[src/rtl/idex_stage_reg.sv]
// ID/EX pipeline register: valid/ready intake from decode, registered IDEX_* payload to execute.
// Define IDEX_SKID_EN to add a skid entry that makes id_ready a flop output.
module idex_stage_reg #(
  parameter int RD_WIDTH        = 5,
  parameter int ALUOP_WIDTH     = 5,
  parameter int ADDR_WIDTH      = 32,
  parameter int DATA_WIDTH      = 32,
  parameter int SIMD_DATA_WIDTH = 64
) (
  input  logic                       clk,
  input  logic                       rst_n,
  input  logic                       id_valid,
  output logic                       id_ready,
  input  logic                       id_sel1,
  input  logic                       id_sel2,
  input  logic [ADDR_WIDTH-1:0]      id_nowpc,
  input  logic [DATA_WIDTH-1:0]      id_imm,
  input  logic [SIMD_DATA_WIDTH-1:0] id_rs1_data,
  input  logic [SIMD_DATA_WIDTH-1:0] id_rs2_data,
  input  logic [RD_WIDTH-1:0]        id_rs1_addr,
  input  logic [RD_WIDTH-1:0]        id_rs2_addr,
  input  logic [RD_WIDTH-1:0]        id_rd_addr,
  input  logic                       id_rd_we,
  input  logic [ALUOP_WIDTH-1:0]     id_aluop,
  input  logic                       ex_ready,
  input  logic                       flush,
  output logic                       IDEX_Valid,
  output logic                       IDEX_Sel1,
  output logic                       IDEX_Sel2,
  output logic [ADDR_WIDTH-1:0]      IDEX_NowPC,
  output logic [DATA_WIDTH-1:0]      IDEX_Imm,
  output logic [SIMD_DATA_WIDTH-1:0] IDEX_Rs1Data,
  output logic [SIMD_DATA_WIDTH-1:0] IDEX_Rs2Data,
  output logic [RD_WIDTH-1:0]        IDEX_Rs1Addr,
  output logic [RD_WIDTH-1:0]        IDEX_Rs2Addr,
  output logic [RD_WIDTH-1:0]        IDEX_RdAddr,
  output logic                       IDEX_RdWe,
  output logic [ALUOP_WIDTH-1:0]     IDEX_AluOp
);

  localparam int PW = 2 + ADDR_WIDTH + DATA_WIDTH + 2 * SIMD_DATA_WIDTH + 3 * RD_WIDTH + 1 + ALUOP_WIDTH;

  typedef enum logic [1:0] {
    ST_EMPTY = 2'd0,
    ST_FULL  = 2'd1,
    ST_SKID  = 2'd2
  } state_e;

  state_e        state_r;
  state_e        state_s;
  logic [PW-1:0] in_s;
  logic [PW-1:0] main_r;
  logic [PW-1:0] main_s;
  logic          accept_s;
  logic          consume_s;

  assign in_s = {id_sel1, id_sel2, id_nowpc, id_imm, id_rs1_data, id_rs2_data,
                 id_rs1_addr, id_rs2_addr, id_rd_addr, id_rd_we, id_aluop};

  assign {IDEX_Sel1, IDEX_Sel2, IDEX_NowPC, IDEX_Imm, IDEX_Rs1Data, IDEX_Rs2Data,
          IDEX_Rs1Addr, IDEX_Rs2Addr, IDEX_RdAddr, IDEX_RdWe, IDEX_AluOp} = main_r;

  assign IDEX_Valid = (state_r != ST_EMPTY);
  assign accept_s   = id_valid && id_ready;
  assign consume_s  = IDEX_Valid && ex_ready;

`ifdef IDEX_SKID_EN
  logic          ready_r;
  logic [PW-1:0] skid_r;
  logic [PW-1:0] skid_s;
  assign id_ready = ready_r;
`else
  // Without the skid entry a stalled execute stage must backpressure decode in the same cycle.
  assign id_ready = !IDEX_Valid || ex_ready;
`endif

  // Next-state and payload-load selection; flush overrides every other event.
  always_comb begin
    state_s = state_r;
    main_s  = main_r;
`ifdef IDEX_SKID_EN
    skid_s  = skid_r;
`endif
    if (flush) begin
      state_s = ST_EMPTY;
      main_s  = '0;
`ifdef IDEX_SKID_EN
      skid_s  = '0;
`endif
    end else begin
      case (state_r)
        ST_EMPTY: begin
          if (accept_s) begin
            state_s = ST_FULL;
            main_s  = in_s;
          end else begin
            state_s = ST_EMPTY;
          end
        end
        ST_FULL: begin
          if (accept_s && consume_s) begin
            main_s = in_s;
          end else if (accept_s) begin
`ifdef IDEX_SKID_EN
            state_s = ST_SKID;
            skid_s  = in_s;
`else
            main_s  = in_s;
`endif
          end else if (consume_s) begin
            state_s = ST_EMPTY;
          end else begin
            state_s = ST_FULL;
          end
        end
`ifdef IDEX_SKID_EN
        ST_SKID: begin
          if (consume_s) begin
            state_s = ST_FULL;
            main_s  = skid_r;
          end else begin
            state_s = ST_SKID;
          end
        end
`endif
        default: begin
          state_s = ST_EMPTY;
          main_s  = '0;
        end
      endcase
    end
  end

  // State, payload and (with skid) the registered ready flag.
  always_ff @(posedge clk or negedge rst_n) begin
    if (!rst_n) begin
      state_r <= ST_EMPTY;
      main_r  <= '0;
`ifdef IDEX_SKID_EN
      skid_r  <= '0;
      ready_r <= 1'b1;
`endif
    end else begin
      state_r <= state_s;
      main_r  <= main_s;
`ifdef IDEX_SKID_EN
      skid_r  <= skid_s;
      ready_r <= (state_s != ST_SKID);
`endif
    end
  end

endmodule

[config.mk]
export PLATFORM = sky130hd
export DESIGN_NAME = idex_stage_reg
export DESIGN_NICKNAME = d
export VERILOG_FILES = /design/src/rtl/idex_stage_reg.sv
export SDC_FILE = /design/constraint.sdc
export NUM_CORES = 1
export LEC_CHECK = 0
export CORE_AREA = 3 3 169 171
export DETAILED_ROUTE_END_ITERATION = 6
export DIE_AREA = 0 0 172 174
export PLACE_DENSITY = 0.73
export SKIP_CTS_REPAIR_TIMING = 1
export SLEW_MARGIN = 25
export SYNTH_ARGS = -nofsm -noshare
export SYNTH_HDL_FRONTEND = slang
export SYNTH_SLANG_ARGS = --single-unit
[constraint.sdc]
create_clock -name clk -period 1.65 [get_ports clk]
set_input_delay 0.495 -clock clk [delete_from_list [all_inputs] [get_ports clk]]
set_output_delay 0.495 -clock clk [all_outputs]
set_load 0.05 [all_outputs]
# [Yosys cells after proc, flatten, opt, wreduce, memory -nomap -nowiden]
# Index checks and enable logic that the tools add are counted.
[word_totals] ff_bits=217 latch_bits=0 ramBits=0 mem_bits_ro=0 input_bits=220 output_inout_bits=217 elab_cells=23 mem_count=0
[classes] n_addsub=0 multipliers=0 div_mod_pow=0 order_cmp=0 eq_ne=3 shifts=0 n_mux=10 n_bitwise=0 reduce_logical=8
[op_table] operator="215-bit 2-to-1 mux" count=3
[op_table] operator="215-bit one-hot mux with 2 select lines" count=1
[op_table] operator="2-bit 2-to-1 mux" count=3
[op_table] operator="3-bit inequality test, second input constant" count=2
[op_table] operator="2-bit one-hot mux with 2 select lines" count=1
[op_table] operator="1-bit logical AND" count=3
[op_table] operator="2-bit by 1-bit == test with 1-bit output, second input constant" count=1
[op_table] operator="2-bit zero test" count=1
[op_table] operator="1-bit 2-to-1 mux" count=2
[op_table] operator="2-bit AND reduction" count=1
[op_table] operator="2-bit nonzero test" count=1
[op_table] operator="1-bit zero test" count=1
[op_table] operator="1-bit logical OR" count=1

# [Logic depth before layout (Yosys ltp)]
[logic_depth] depth_word=8 mapped_depth=6 depth_no_buf=3

# [Least setup slack after synthesis]
# No wires, ideal clock.
[synth_path] path_type="register to output" startpoint="register state_r[0]" endpoint="output port id_ready" arrival_ns=1.305 slack_ns=-0.150 stages_incl_launch_ff=5 path_buffers=3 path_cell_list="dfrtp_1 nand2b_4 buf_6 buf_6 buf_2"
[synth_via] elab_chain_cells=3
[synth_rtl] element="from (decl)" line="49" text="state_e state_r;"
[synth_rtl] element="from (signal assigned)" line="144" text="state_r <= state_s;"
[synth_rtl] element="2-bit nonzero test" line="63" text="assign IDEX_Valid = (state_r != ST_EMPTY);"
[synth_rtl] element="1-bit zero test" line="74" text="assign id_ready = !IDEX_Valid || ex_ready;"
[synth_rtl] element="1-bit logical OR" line="74"
[synth_rtl] element="to (decl)" line="13" text="output logic id_ready,"
# No other way between the ends.

# [Worst setup path after layout]
# Same ends and word-level chain as after synthesis.

==> metrics.txt <==
status finished, violations left; failing checks negative setup slack; antenna violations before repair 2; Crit. End Element output port; Setup Crit Path Kind flip-flop to output port; Setup TNS Final -0.183 ns; worst path arrival time about 1.3 ns; Yosys reg bits 216; total power 0.0161 W; Syn Inst Count about 1000; 1st-pass router iterations 4; Power Density around 850 nW/µm²; Yosys warnings 0; placed cell area approximately 18000 µm²; cts bufs inserted 26; Worst Path Required about 1.2 ns; fin crit share 1.06; Hold Crit Depth 2; 1st-iter DRT viols 622; Hold Path Sink main_r[162]$_DFF_PN0_; critical path launch point type flip-flop; remaining antenna violation count after routing 0; synthesized net count 1204; Rel. slew slack 0.721; worst skew pair latency between 0.5 and 0.6 ns; number of max-cap violations 0; Final Worst Setup Slack -0.0976 ns; Remaining DRCs 0; Worst Max-Slew Pin Slew 0.418 ns; initial core utilization 0.392; Total Routing Usage GR 0.233; average size of a mapped cell 10.8 µm²; Reg2Reg Launch Point state_r[0]$_DFFE_PN0P_; DIE WIDTH approximately 170 µm; most common cell after layout, fill and taps aside buf_12; final hold violation count 0; DR vias 9586; final layout net count 1645; Clock Sinks about 220; share of layout cells above drive strength 1 0.319; vias per cell about 5.4; CP Max Fanout 6; vias in the first global route between 10000 and 15000; Max clock buf depth 3; Seq/Total Area, Yosys 0.511; Max Clock Skew roughly 0.01 ns; Synth Cell Area 10600 µm²; HP Start flush; Yosys cell types 13; RSZ-0062 raised after global routing true; P&R area growth vs syn 79.5%; CTS tree done; worst r2r dst main_r[92]$_DFF_PN0_; Slew Viols, Final 0; leak pwr between 8 and 9 nW; Util after Layout 0.703; global-route wire length before repair around 56000 µm; CTS clk-pin slew, worst paths ~0.060 ns; largest net degree at the start of global routing 73; row cnt 60; # setup viols final 2; GRT Residual Overflow 0; worst vdd ir about 770 µV; GPL Wtd Cong between 0.8 and 0.9; io pins 437; Die Height 174 µm; Hold Path Class input pin to flip-flop; WHS about 0.23 ns; Final HPWL DP around 26000 µm; CTS Root Cell clkbuf_16; core area between 20000 and 30000 µm²; crit path time final about 1.7 ns; total wire length about 36000 µm; commonest cells after routing, fill and taps aside buf_12, nand3_1, clkdlybuf4s50_1, dfrtp_1, a21oi_1; DR WL/cell between 20 and 25 µm; Worst Reg-to-Reg Cells 6; reg-to-reg slack, setup roughly 0.17 ns; port bufs between 400 and 500; CTS H-tree depth 1; full die area 29900 µm²; fmax 572 MHz; post-route cell area 19000 µm²
-- power by group --
group | internal, W | switching (W)
clock network | 0.00356 | 0.00225
registers | 0.00559 | 0.000329
logic | 0.00223 | 0.00215
total | 0.0114 | 0.00473
-- layout make-up --
| class | instances | area, µm² |
|---|---|---|
| clock buffer | 41 | 787 |
| antenna | 2 | 5.00 |
| clock inverter | 5 | 86.3 |
| timing repair buffer | 533 | 7770 |
| tap | 341 | 427 |
| sequential | 216 | 5410 |
| inverter | 1 | 3.75 |
| fill | 1820 | 8030 |
| multi-input combinational | 647 | 4510 |
-- sequential cells by signal, summed over array words and instances (netlist names) --
| register | cells |
|---|---|
| state_r | 1 |
| main_r | 215 |
-- kinds of logic after synthesis --
family	Yosys count	synth area share
AND/OR/NAND/NOR	216	0.103
buffers and inverters	121	0.0632
flip-flops	216	0.511
AO/OA/AOI/OAI	431	0.323
-- how the worst max path moves through the flow --
stage | from | to | slack, ns | cells past startpoint
after global routing | state_r[0]$_DFFE_PN0P_ | id_ready | -0.16 | 2
after global placement | ex_ready | main_r[181]$_DFF_PN0_ | -0.37 | 6
after floorplan | state_r[0]$_DFFE_PN0P_ | id_ready | 0.05 | 4
after CTS | ex_ready | id_ready | -0.35 | 4
after detailed placement | ex_ready | main_r[78]$_DFF_PN0_ | -0.40 | 6
final | state_r[0]$_DFFE_PN0P_ | id_ready | -0.1 | 2
-- metal layers --
metal / GRT usage / share of wire / routed length (µm) / vias up
li1: - / - / - / 4416
met1: 0.268 / 0.37 / 13300 / 4712
met2: 0.397 / 0.50 / 18100 / 389
met3: 0.0844 / 0.10 / 3630 / 69
met4: 0.0842 / 0.037 / 1330 / 0
met5: 0 / 0 / 0 / -
-- cell usage after synthesis --
| cell | instances | share of area |
|---|---|---|
| dfrtp_1 | 216 | 0.51 |
| nand3_1 | 215 | 0.10 |
| a21oi_1 | 166 | 0.078 |
| a21bo_1 | 163 | 0.15 |
| a21bo_2 | 52 | 0.049 |
| a21oi_2 | 50 | 0.041 |
| buf_2 | 46 | 0.022 |
| clkbuf_1 | 43 | 0.015 |
| buf_6 | 20 | 0.021 |
| buf_1 | 9 | 0.0032 |
| buf_4 | 2 | 0.0014 |
| inv_1 | 1 | 0.00035 |
| nand2b_4 | 1 | 0.0013 |
-- worst max-delay path, stage by stage (launching register included) --
cell and delay [ns]:
dfrtp_2 0.43, nand2b_4 0.14, buf_12 0.15
-- per-stage QoR --
step           setup WS (ns)  std cells
2_1_floorplan         0.0478        984
3_3_place_gp          -0.365       1729
3_5_place_dp          -0.400       1729
4_1_cts               -0.353       1775
5_1_grt               -0.155       1786
6_report             -0.0976       1786
Power figures use the tool's default switching activity.
